===== src/rtl/read16_bytes_pkg.sv =====
// read16_bytes_pkg: shared AES byte I/O constants and the block assembler state encoding.
package read16_bytes_pkg;
  localparam int BLOCK_BYTES = 16;
  localparam int BLOCK_BITS  = 128;
  typedef enum logic [1:0] {IDLE, COLLECT, FULL} state_t;
endpackage


===== src/rtl/read16_bytes.sv =====
// read16_bytes: assembles 16 received bytes into a 128-bit block on the falling clock edge,
// with overrun flagging and an optional inter-byte timeout.
module read16_bytes
  import read16_bytes_pkg::*;
#(
  parameter int unsigned TIMEOUT_CYCLES = 0
) (
  input  logic                  Clk,
  input  logic                  Rst,
  input  logic                  En,
  input  logic [7:0]            ByteIn,
  input  logic                  ByteReady,
  input  logic                  BlockTaken,
  output logic [BLOCK_BITS-1:0] Block,
  output logic                  BlockReady,
  output logic [4:0]            ByteCount,
  output logic                  Overrun,
  output logic                  Timeout
);
  localparam logic [4:0]  LAST_CNT = 5'(BLOCK_BYTES - 1);
  localparam logic [15:0] TO_LAST  = 16'(TIMEOUT_CYCLES == 0 ? 0 : TIMEOUT_CYCLES - 1);
  state_t                state_q, state_d;
  logic [BLOCK_BITS-1:0] block_q, block_d;
  logic                  ready_q, ready_d, ovr_q, ovr_d, to_q, to_d;
  logic [4:0]            cnt_q, cnt_d;
  logic [15:0]           idle_q, idle_d;
  logic                  accept;
  assign accept = ByteReady && (state_q != FULL || BlockTaken);
  always_comb begin
    state_d = state_q;
    block_d = block_q;
    ready_d = ready_q;
    cnt_d   = cnt_q;
    ovr_d   = ovr_q;
    to_d    = 1'b0;
    idle_d  = idle_q;
    if (!En) begin
      state_d = IDLE;
      ready_d = 1'b0;
      cnt_d   = 5'd0;
      ovr_d   = 1'b0;
      idle_d  = 16'd0;
    end else begin
      if (state_q == FULL) begin
        if (BlockTaken) begin
          ready_d = 1'b0;
          cnt_d   = 5'd0;
          state_d = COLLECT;
        end else if (ByteReady) begin
          ovr_d = 1'b1;
        end
      end else begin
        state_d = COLLECT;
      end
      if (accept) begin
        block_d = {block_q[BLOCK_BITS-9:0], ByteIn};
        cnt_d   = (state_q == FULL) ? 5'd1 : cnt_q + 5'd1;
        idle_d  = 16'd0;
        if (state_q != FULL && cnt_q == LAST_CNT) begin
          state_d = FULL;
          ready_d = 1'b1;
        end
      end else if (TIMEOUT_CYCLES != 0 && state_q == COLLECT && cnt_q != 5'd0) begin
        // A strobe on the expiring edge takes the accept branch above, so the byte wins.
        idle_d = (idle_q == TO_LAST) ? 16'd0 : idle_q + 16'd1;
        cnt_d  = (idle_q == TO_LAST) ? 5'd0 : cnt_q;
        to_d   = (idle_q == TO_LAST);
      end
    end
  end
  always_ff @(negedge Clk or negedge Rst) begin
    if (!Rst) begin
      state_q <= IDLE;
      block_q <= '0;
      ready_q <= 1'b0;
      cnt_q   <= 5'd0;
      ovr_q   <= 1'b0;
      to_q    <= 1'b0;
      idle_q  <= 16'd0;
    end else begin
      state_q <= state_d;
      block_q <= block_d;
      ready_q <= ready_d;
      cnt_q   <= cnt_d;
      ovr_q   <= ovr_d;
      to_q    <= to_d;
      idle_q  <= idle_d;
    end
  end
  assign Block      = block_q;
  assign BlockReady = ready_q;
  assign ByteCount  = cnt_q;
  assign Overrun    = ovr_q;
  assign Timeout    = to_q;
endmodule


===== config.mk =====
export PLATFORM = sky130hd
export DESIGN_NAME = read16_bytes
export DESIGN_NICKNAME = d
export VERILOG_FILES = /design/src/rtl/read16_bytes_pkg.sv /design/src/rtl/read16_bytes.sv
export SDC_FILE = /design/constraint.sdc
export NUM_CORES = 1
export LEC_CHECK = 0
export CORE_MARGIN = 2
export CORE_UTILIZATION = 40
export DETAILED_ROUTE_END_ITERATION = 10
export GPL_TIMING_DRIVEN = 0
export PLACE_DENSITY = 0.66
export SYNTH_ARGS = -nofsm -noshare
export SYNTH_HDL_FRONTEND = slang
export SYNTH_SLANG_ARGS = --single-unit

===== constraint.sdc =====
create_clock -name Clk -period 1.85 [get_ports Clk]
set_input_delay 0.185 -clock Clk [delete_from_list [all_inputs] [get_ports Clk]]
set_output_delay 0.185 -clock Clk [all_outputs]
set_load 0.01 [all_outputs]

# Yosys cells after proc, flatten, opt, wreduce, memory -nomap -nowiden
# Index checks and enable logic that the tools add are counted.
# totals
mem_bits_rw,0
latchBits,0
out_inout_bits,136
in_bits,13
ff_bits,137
elab_cells,39
memories,0
rom_bits,0
# classes
n_mul,0
magnitude_cmp,0
n_bitwise,0
div_mod_pow,0
reduce_logical,6
n_eq_ne,8
n_mux,19
n_addsub,1
shift,0
# op_table
op,count
5-bit 2-to-1 mux,5
2-bit 2-to-1 mux,5
1-bit 2-to-1 mux,9
"3-bit by 1-bit inequality test with 1-bit output, second input constant",2
"5-bit by 1-bit adder with 5-bit output, second input constant",1
"5-bit by 4-bit == test with 1-bit output, second input constant",1
"2-bit by 1-bit inequality test with 1-bit output, second input constant",2
"2-bit inequality test, second input constant",2
2-bit AND reduction,2
3-bit AND reduction,1
"2-bit == test, second input constant",1
1-bit logical AND,2
1-bit logical OR,1

# Logic depth before layout (Yosys ltp)
# Gate-level depths: netlist of the first run.
# logic_depth
depth_word,5
depth_mapped,6
ltp_nobuf,6

==> run_results.csv, run 1 <==
group,metric,value,unit
status,status,"finished, violations left",
status,violations,"negative setup slack",
floorplan,die_area,15370,sq um
global_routing,grt_usage,20.26,%
synthesis,syn-num-nets,339,
floorplan,floorplan.rows,43,
pwr,p_per_area,1618,nW/um^2
setup_path,slowest_delay,450,ps
synthesis,synth_top_cell_by_area,"dfrtn_1",
clock_tree,cts_made_buffers,17,
global_routing,grt_pass1_vias,4214,
setup_path,r2r_start,"ByteCount[0]",
synthesis,synthCells,324,
synthesis,yosys-top-cells-area,"dfrtn_1 (60%), mux2_4 (31%), buf_6 (2.7%)",
worst_hold_path,holdCritPathClass,"flop to flop",
synthesis,synth_top_area_share,59.53,%
clock_tree,path_clk_slew,40,ps
synthesis,syn_area,5759,sq um
route,wl_per_cell,18.10,um
timing,rsz0062_at_grt,"true",
final_layout,fin_util,67.96,%
pwr,peakVddDrop,779.4,uV
worst_hold_path,min_to,"Block[22]",
global_routing,grt_pass1_wl,23170,um
final_layout,diodes,0,
floorplan,fp.dieW,124.0,um
synthesis,synth_top_flop_cell,"dfrtn_1",
placed_design,placed_area,7493,sq um
synthesis,syn_area_per_cell,17.78,sq um
final_layout,syn_to_final_growth,65.07,%
setup_path,path_cells,"buf_2",
clock_tree,htree_levels,4,
setup_path,worstSetupPathType,"flop to output pin",
placed_design,dp_hpwl,8454,um
floorplan,ioPinCount,149,
final_layout,final_cell_area,9507,sq um
route,viasPerCell,4.606,
setup_path,worstReg2RegEnd,"BlockReady",
route,drc,0,
floorplan,core,13990,sq um
timing,worst_hold_slack,483.6,ps
timing,finalClockSkew,5.189,ps
route,drtIter0Drc,212,
timing,worstMarginPinSlew,632.9,ps
timing,setup_violations,261,
clock_tree,cts_root_buffer,"clkbuf_16",
setup_path,path_max_fanout,3,
worst_hold_path,whs_path_depth,1,
setup_path,worstSetupEndpointType,"output pin",
synthesis,synth_edf_count,0,
setup_path,arrival,1920,ps
floorplan,start_util,41.17,%
setup_path,r2r_cells,8,
worst_hold_path,hold_start,"Block[14]",
timing,setup_tns,-43440,ps
clock_tree,tritoncts,"yes",
synthesis,synth_cell_types,31,
clock_tree,clk_latency,390,ps
setup_path,crit_buf_inv,1,
route,drtAntennaViolNets,0,
global_routing,overflow,0,
clock_tree,cts_hold_buf,0,
route,num_vias,3980,
setup_path,r2r_slack,80,ps
route,drt_pass1_iterations,5,
route,drt_wl_total,15640,um
timing,finalHoldViolations,0,
setup_path,critPathSlowestCell,"dfrtn_1",
synthesis,ys_ff_latch,137,
flow_run,max-cap-violations,0,
pwr,leakagePower,4.937,nW
floorplan,die_h,124.0,um
timing,drv_slew,0,
setup_path,crit_family,"flip-flops",
final_layout,final_common_cell,"buf_4",
global_routing,grt_max_degree,74,
clock_tree,cts_buffer_depth,2,
final_layout,drive_gt1_share,72.37,%
setup_path,crit_required,1660,ps
placed_design,portBuffers,147,
final_layout,fin_nets,689,
timing,timing.final.ws_setup,-252.3,ps
clock_tree,cts.sinks,137,
setup_path,worst_setup_path_start_kind,"flop",
synthesis,yosys_warnings,0,
synthesis,async_flop_share,100.0,%
placed_design,gp_congestion,0.7684,
timing,maxSlewHeadroom,57.81,%
global_routing,antenna_found_initial,0,
synthesis,seq_area_frac_synth,59.53,%
final_layout,mostFrequentLayoutCells,"buf_4 (161), dfrtn_1 (137), mux2_4 (122)",
worst reg2reg max path, cell delays in order (launching register included):
cell       delay, ps
dfrtn_1          370
buf_4            150
buf_4            140
ha_1             200
and3_1           200
ha_1             200
a21oi_1          170
a2bb2oi_2        140
nor2_1            50
flip-flops by register name (all words and copies together) (netlist names):
name	count
Overrun	1
Block	128
state_q	2
ByteCount	5
BlockReady	1
Yosys cell counts, types with 2 or more instances:
master	n
dfrtn_1	137
mux2_4	120
buf_6	14
mux2_2	8
nor2_1	5
a21oi_1	3
inv_1	3
nand2_1	3
nor2b_1	3
a211oi_1	2
a31oi_1	2
clkbuf_1	2
ha_1	2
o21a_1	2
o21ai_0	2
area by class of cell:
class | count | area, sq um
Sequential cell | 137 | 3428
Tap cell | 180 | 225.2
Clock inverter | 3 | 40.04
Multi-Input combinational cell | 167 | 2173
Fill cell | 1005 | 4482
Buffer | 16 | 271.5
Inverter | 3 | 11.26
Timing Repair Buffer | 332 | 2858
Clock buffer | 26 | 499.2
logic make-up after synthesis:
| group | synth area share, % |
|---|---|
| AO/OA/AOI/OAI | 1.477 |
| XOR/XNOR | 0.1521 |
| adder cells (fa/ha/maj) | 0.4344 |
| buffers and inverters | 3.194 |
| flip-flops | 59.53 |
| multiplexers | 33.02 |
| other | 0.06511 |
| AND/OR/NAND/NOR | 2.129 |
metrics by stage:
stage | setup WS [ps] | std cells | power [mW]
after global routing | -288.0 | 864 | 16.21
after floorplan | -293.3 | 324 | 7.539
final | -252.3 | 864 | 15.38
after global placement | -5569 | 651 | 10.43
after CTS | -291.6 | 823 | 14.67
after detailed placement | -1112 | 652 | 10.54
layer usage:
metal  GRT usage (%)  wire length [um]  vias to the layer above
met2           34.89              7993                      130
met4           4.284               120                        0
met3           8.242              1215                       12
met1           23.92              6309                     2001
met5               0                 0                        -
li1                -                 -                     1837
worst max path at each step:
| stage | startpoint | slack [ps] | to | depth (start not counted) |
|---|---|---|---|---|
| 6_report | Block[15] | -250 | Block[15] | 1 |
| 5_1_grt | Block[15] | -290 | Block[15] | 1 |
| 4_1_cts | ByteCount[2] | -290 | ByteCount[2] | 1 |
| 3_5_place_dp | BlockTaken | -1110 | Block[0] | 6 |
| 2_1_floorplan | BlockTaken | -290 | Block[0] | 5 |
| 3_3_place_gp | Rst | -5570 | Block[10] | 1 |
power breakdown:
| group | total (mW) | switching, mW | internal, mW | leakage (nW) |
|---|---|---|---|---|
| Clock | 3.13 | 1.17 | 1.96 | 0.266 |
| Combinational | 7.13 | 2.43 | 4.70 | 2.96 |
| Sequential | 5.13 | 0.842 | 4.29 | 1.71 |
repair_timing:
| item | CTS | global route |
|---|---|---|
| buffers inserted | 130 | 47 |
| pin swaps | 3 | 2 |
| gates cloned | 12 | 3 |
| resized for setup | 644 | 39 |
| endpoints found under the setup margin | 272 | 263 |
Note: power is estimated with default switching activity, not from simulation.
==> run 2, diff against run 1 <==
- PLACE_DENSITY: 0.66 -> 0.72
==> run_results.csv, run 2 (synthesis gave the netlist of run 1 again) <==
group,metric,value,unit
status,status,"finished, violations left",
status,violations,"negative setup slack",
final_layout,fin_nets,685,
route,wl_per_cell,18.44,um
route,drt_pass1_iterations,4,
setup_path,path_cells,"buf_2",
worst_hold_path,whs_path_depth,1,
floorplan,fp.dieW,124.0,um
final_layout,final_cell_area,9473,sq um
setup_path,arrival,1920,ps
route,drc,0,
global_routing,grt_pass1_vias,4362,
floorplan,ioPinCount,149,
setup_path,crit_required,1660,ps
global_routing,grt_pass1_wl,23980,um
timing,timing.final.ws_setup,-254.9,ps
pwr,leakagePower,4.922,nW
final_layout,drive_gt1_share,72.58,%
final_layout,mostFrequentLayoutCells,"buf_4 (162), dfrtn_1 (137), mux2_4 (120)",
setup_path,crit_family,"flip-flops",
timing,finalClockSkew,7.718,ps
timing,worst_hold_slack,461.5,ps
final_layout,fillers,994,
global_routing,antenna_found_initial,0,
setup_path,r2r_start,"ByteCount[0]",
route,drtAntennaViolNets,0,
setup_path,crit_buf_inv,1,
route,viasPerCell,4.710,
timing,rsz0062_at_grt,"true",
timing,maxSlewHeadroom,61.39,%
setup_path,critPathSlowestCell,"dfrtn_1",
global_routing,overflow,0,
pwr,peakVddDrop,698.2,uV
placed_design,dp_hpwl,8476,um
route,drt_wl_total,15900,um
floorplan,start_util,41.17,%
pwr,p_per_area,1652,nW/um^2
setup_path,r2r_slack,70,ps
clock_tree,path_clk_slew,40,ps
clock_tree,cts_made_buffers,17,
worst_hold_path,holdCritPathClass,"flop to flop",
global_routing,grt_usage,21.14,%
setup_path,slowest_delay,450,ps
setup_path,r2r_cells,8,
final_layout,diodes,0,
clock_tree,clk_latency,390,ps
clock_tree,cts.sinks,137,
clock_tree,cts_root_buffer,"clkbuf_16",
floorplan,floorplan.rows,43,
setup_path,worstSetupEndpointType,"output pin",
worst_hold_path,min_to,"Block[124]",
route,num_vias,4060,
setup_path,worstSetupPathType,"flop to output pin",
floorplan,die_h,124.0,um
setup_path,path_max_fanout,2,
floorplan,die_area,15370,sq um
timing,setup_violations,263,
clock_tree,cts_hold_buf,0,
placed_design,portBuffers,147,
clock_tree,htree_levels,4,
clock_tree,cts_buffer_depth,2,
worst_hold_path,hold_start,"Block[124]",
route,drtIter0Drc,163,
global_routing,grt_max_degree,78,
timing,finalHoldViolations,0,
timing,drv_slew,0,
final_layout,final_common_cell,"buf_4",
flow_run,max-cap-violations,0,
clock_tree,tritoncts,"yes",
final_layout,largest_reg_flops,128,
final_layout,fin_util,67.72,%
placed_design,placed_area,7493,sq um
setup_path,worstReg2RegEnd,"BlockReady",
pwr,power,15.65,mW
placed_design,gp_congestion,0.8111,
floorplan,core,13990,sq um
final_layout,syn_to_final_growth,64.48,%
setup_path,worst_setup_path_start_kind,"flop",
timing,worstMarginPinSlew,579.1,ps
-- run 2: cell type report --
cell class / instances / area [sq um] / area share (%)
sequential: 137 / 3428 / 36.19
timing repair buffer: 329 / 2809 / 29.65
multi-input combinational: 167 / 2165 / 22.85
clock buffer: 22 / 454.2 / 4.795
buffer: 15 / 256.5 / 2.708
tap: 180 / 225.2 / 2.377
clock inverter: 9 / 123.9 / 1.308
inverter: 3 / 11.26 / 0.1189
-- run 2: per-layer routing --
metal | up-vias | GRT usage (%) | wire length (um)
met1 | 2057 | 24.87 | 6318
met3 | 31 | 6.548 | 1059
met4 | 0 | 7.865 | 349
li1 | 1835 | - | -
met5 | - | 0 | 0
met2 | 137 | 36.37 | 8172
-- run 2: repair_timing --
action,4_1_cts,5_1_grt
gates resized for setup,633,27
setup endpoints to repair,270,264
pin swaps,2,2
gates cloned,13,2
setup buffers,133,36
-- run 2: report_power, final --
part,internal (mW),leakage (nW),total (mW),switching [mW]
Sequential,4.28,1.71,5.12,0.831
Combinational,4.69,2.92,7.18,2.49
Clock,2.14,0.287,3.36,1.22
Total,11.1,4.92,15.7,4.54
-- run 2: how the worst max path moves through the flow --
stage	start	to	cells after the start
2_1_floorplan	BlockTaken	Block[0]	5
3_3_place_gp	Rst	Block[4]	1
3_5_place_dp	BlockTaken	Block[2]	6
4_1_cts	BlockTaken	Block[126]	8
5_1_grt	Block[112]	Block[112]	1
6_report	Block[56]	Block[56]	1
-- run 2: stage by stage --
stage	TNS, ps	instances	setup WS (ps)
after floorplan	-35810	324	-293.3
after global placement	-907310	651	-5429
after detailed placement	-169800	652	-1102
after CTS	-56870	829	-285.7
after global routing	-56380	862	-285.6
final	-48180	862	-254.9
==> run 3, diff against run 2 <==
- clock period: 1.85 -> 2.6 ns (I/O delays scaled with it)
==> run_results.csv, run 3 (synthesis gave the netlist of run 1 again) <==
group,metric,value,unit
clock_tree,path_clk_slew,40,ps
clock_tree,cts_hold_buf,0,
setup_path,crit_required,2340,ps
status,status,"finished, final reports clean",
setup_path,slowest_delay,460,ps
pwr,power,10.21,mW
final_layout,syn_to_final_growth,49.14,%
clock_tree,cts_made_buffers,17,
pwr,p_per_area,1189,nW/um^2
floorplan,floorplan.rows,43,
clock_tree,clk_latency,390,ps
clock_tree,cts_buffer_depth,2,
placed_design,place_ws,-773.8,ps
final_layout,fin_nets,631,
setup_path,worstSetupPathType,"flop to output pin",
route,drtIter0Drc,165,
final_layout,mostFrequentLayoutCells,"dfrtn_1 (137), buf_2 (130), buf_4 (122)",
flow_run,max-cap-violations,0,
placed_design,gp_congestion,0.8060,
route,wl_per_cell,17.44,um
setup_path,worstSetupEndpointType,"output pin",
global_routing,grt_usage,19.14,%
timing,drv_slew,0,
timing,setup_violations,0,
route,drtAntennaViolNets,0,
floorplan,start_util,41.17,%
setup_path,path_max_fanout,5,
timing,worst_hold_slack,458.1,ps
clock_tree,tritoncts,"yes",
setup_path,crit_buf_inv,1,
route,drc,0,
floorplan,fp.dieW,124.0,um
floorplan,die_h,124.0,um
clock_tree,cts.sinks,137,
clock_tree,cts_root_buffer,"clkbuf_16",
placed_design,portBuffers,147,
timing,finalClockSkew,7.225,ps
pwr,leakagePower,4.494,nW
final_layout,largest_reg_flops,128,
global_routing,overflow,0,
placed_design,dp_hpwl,8433,um
route,viasPerCell,4.645,
timing,finalHoldViolations,0,
final_layout,drive_gt1_share,70.27,%
setup_path,worst_setup_path_start_kind,"flop",
route,drt_wl_total,14110,um
global_routing,antenna_found_initial,0,
setup_path,crit_family,"flip-flops",
floorplan,core,13990,sq um
global_routing,grt_max_degree,97,
setup_path,path_cells,"buf_2",
pwr,peakVddDrop,609.9,uV
worst_hold_path,holdCritPathClass,"flop to flop",
route,drt_pass1_iterations,4,
final_layout,final_common_cell,"dfrtn_1",
floorplan,die_area,15370,sq um
timing,setup_tns,0,ps
floorplan,ioPinCount,149,
clock_tree,htree_levels,4,
final_layout,fin_util,61.40,%
route,num_vias,3758,
setup_path,arrival,2310,ps
global_routing,grt_pass1_wl,22100,um
setup_path,critPathSlowestCell,"dfrtn_1",
timing,timing.final.ws_setup,25.81,ps
global_routing,grt_pass1_vias,4100,
final_layout,diodes,0,
## run 3: changes by cell type in the layout (fill, tap and decap cells not counted), moves of 3 or more
cell        change
clkinvlp_4      +5
buf_2          +45
clkbuf_1        -3
buf_12          -9
buf_16          -8
buf_6          -52
buf_4          -40
buf_8           +6
## run 3: worst paths after layout
| path | startpoint | cells after the start | slack, ps | endpoint |
|---|---|---|---|---|
| worst min register to register | Overrun | 2 | 460 | Overrun |
| worst max register to register | ByteCount[0] | 7 | 890 | BlockReady |
| min in group asynchronous | Rst | 1 | 970 | Block[104] |
| worst min-delay path | Overrun | 2 | 460 | Overrun |
| max in group asynchronous | Rst | 2 | 800 | Block[17] |
| worst max-delay path | ByteCount[3] | 1 | 30 | ByteCount[3] |
## run 3: cell type report
type	count	area, sq um
tap	180	225.2
buffer	17	265.3
multi-input combinational	167	2155
clock buffer	20	466.7
sequential	137	3428
timing repair buffer	273	1891
inverter	3	11.26
clock inverter	12	147.6
fill	1147	5399
## run 3: through the flow
step	cells	cell area [sq um]
floorplan	324	5759
global placement	651	7456
detailed placement	652	7485
CTS	797	8748
global route	809	8589
finish	809	8589
## run 3: repair_timing
action | CTS | global route
pin swaps | 2 | 1
cloned | 3 | 2
hold endpoints to repair | 0 | 0
endpoints found under the setup margin | 264 | 95
resized for setup | 526 | 53
buffers inserted | 110 | 10
## run 3: metal layers
layer	routed length, um	share of wire [%]	track usage [%]
met1	6043	43	24.02
met2	6801	48	30.98
met3	1161	8.2	7.601
met4	105	0.74	5.056
met5	0	0	0
## run 3: where the power goes
group | internal [mW] | switching [mW] | total [mW]
combinational | 2.57 | 1.60 | 4.17
clock | 1.58 | 0.893 | 2.47
sequential | 3.05 | 0.524 | 3.57
total | 7.20 | 3.02 | 10.2
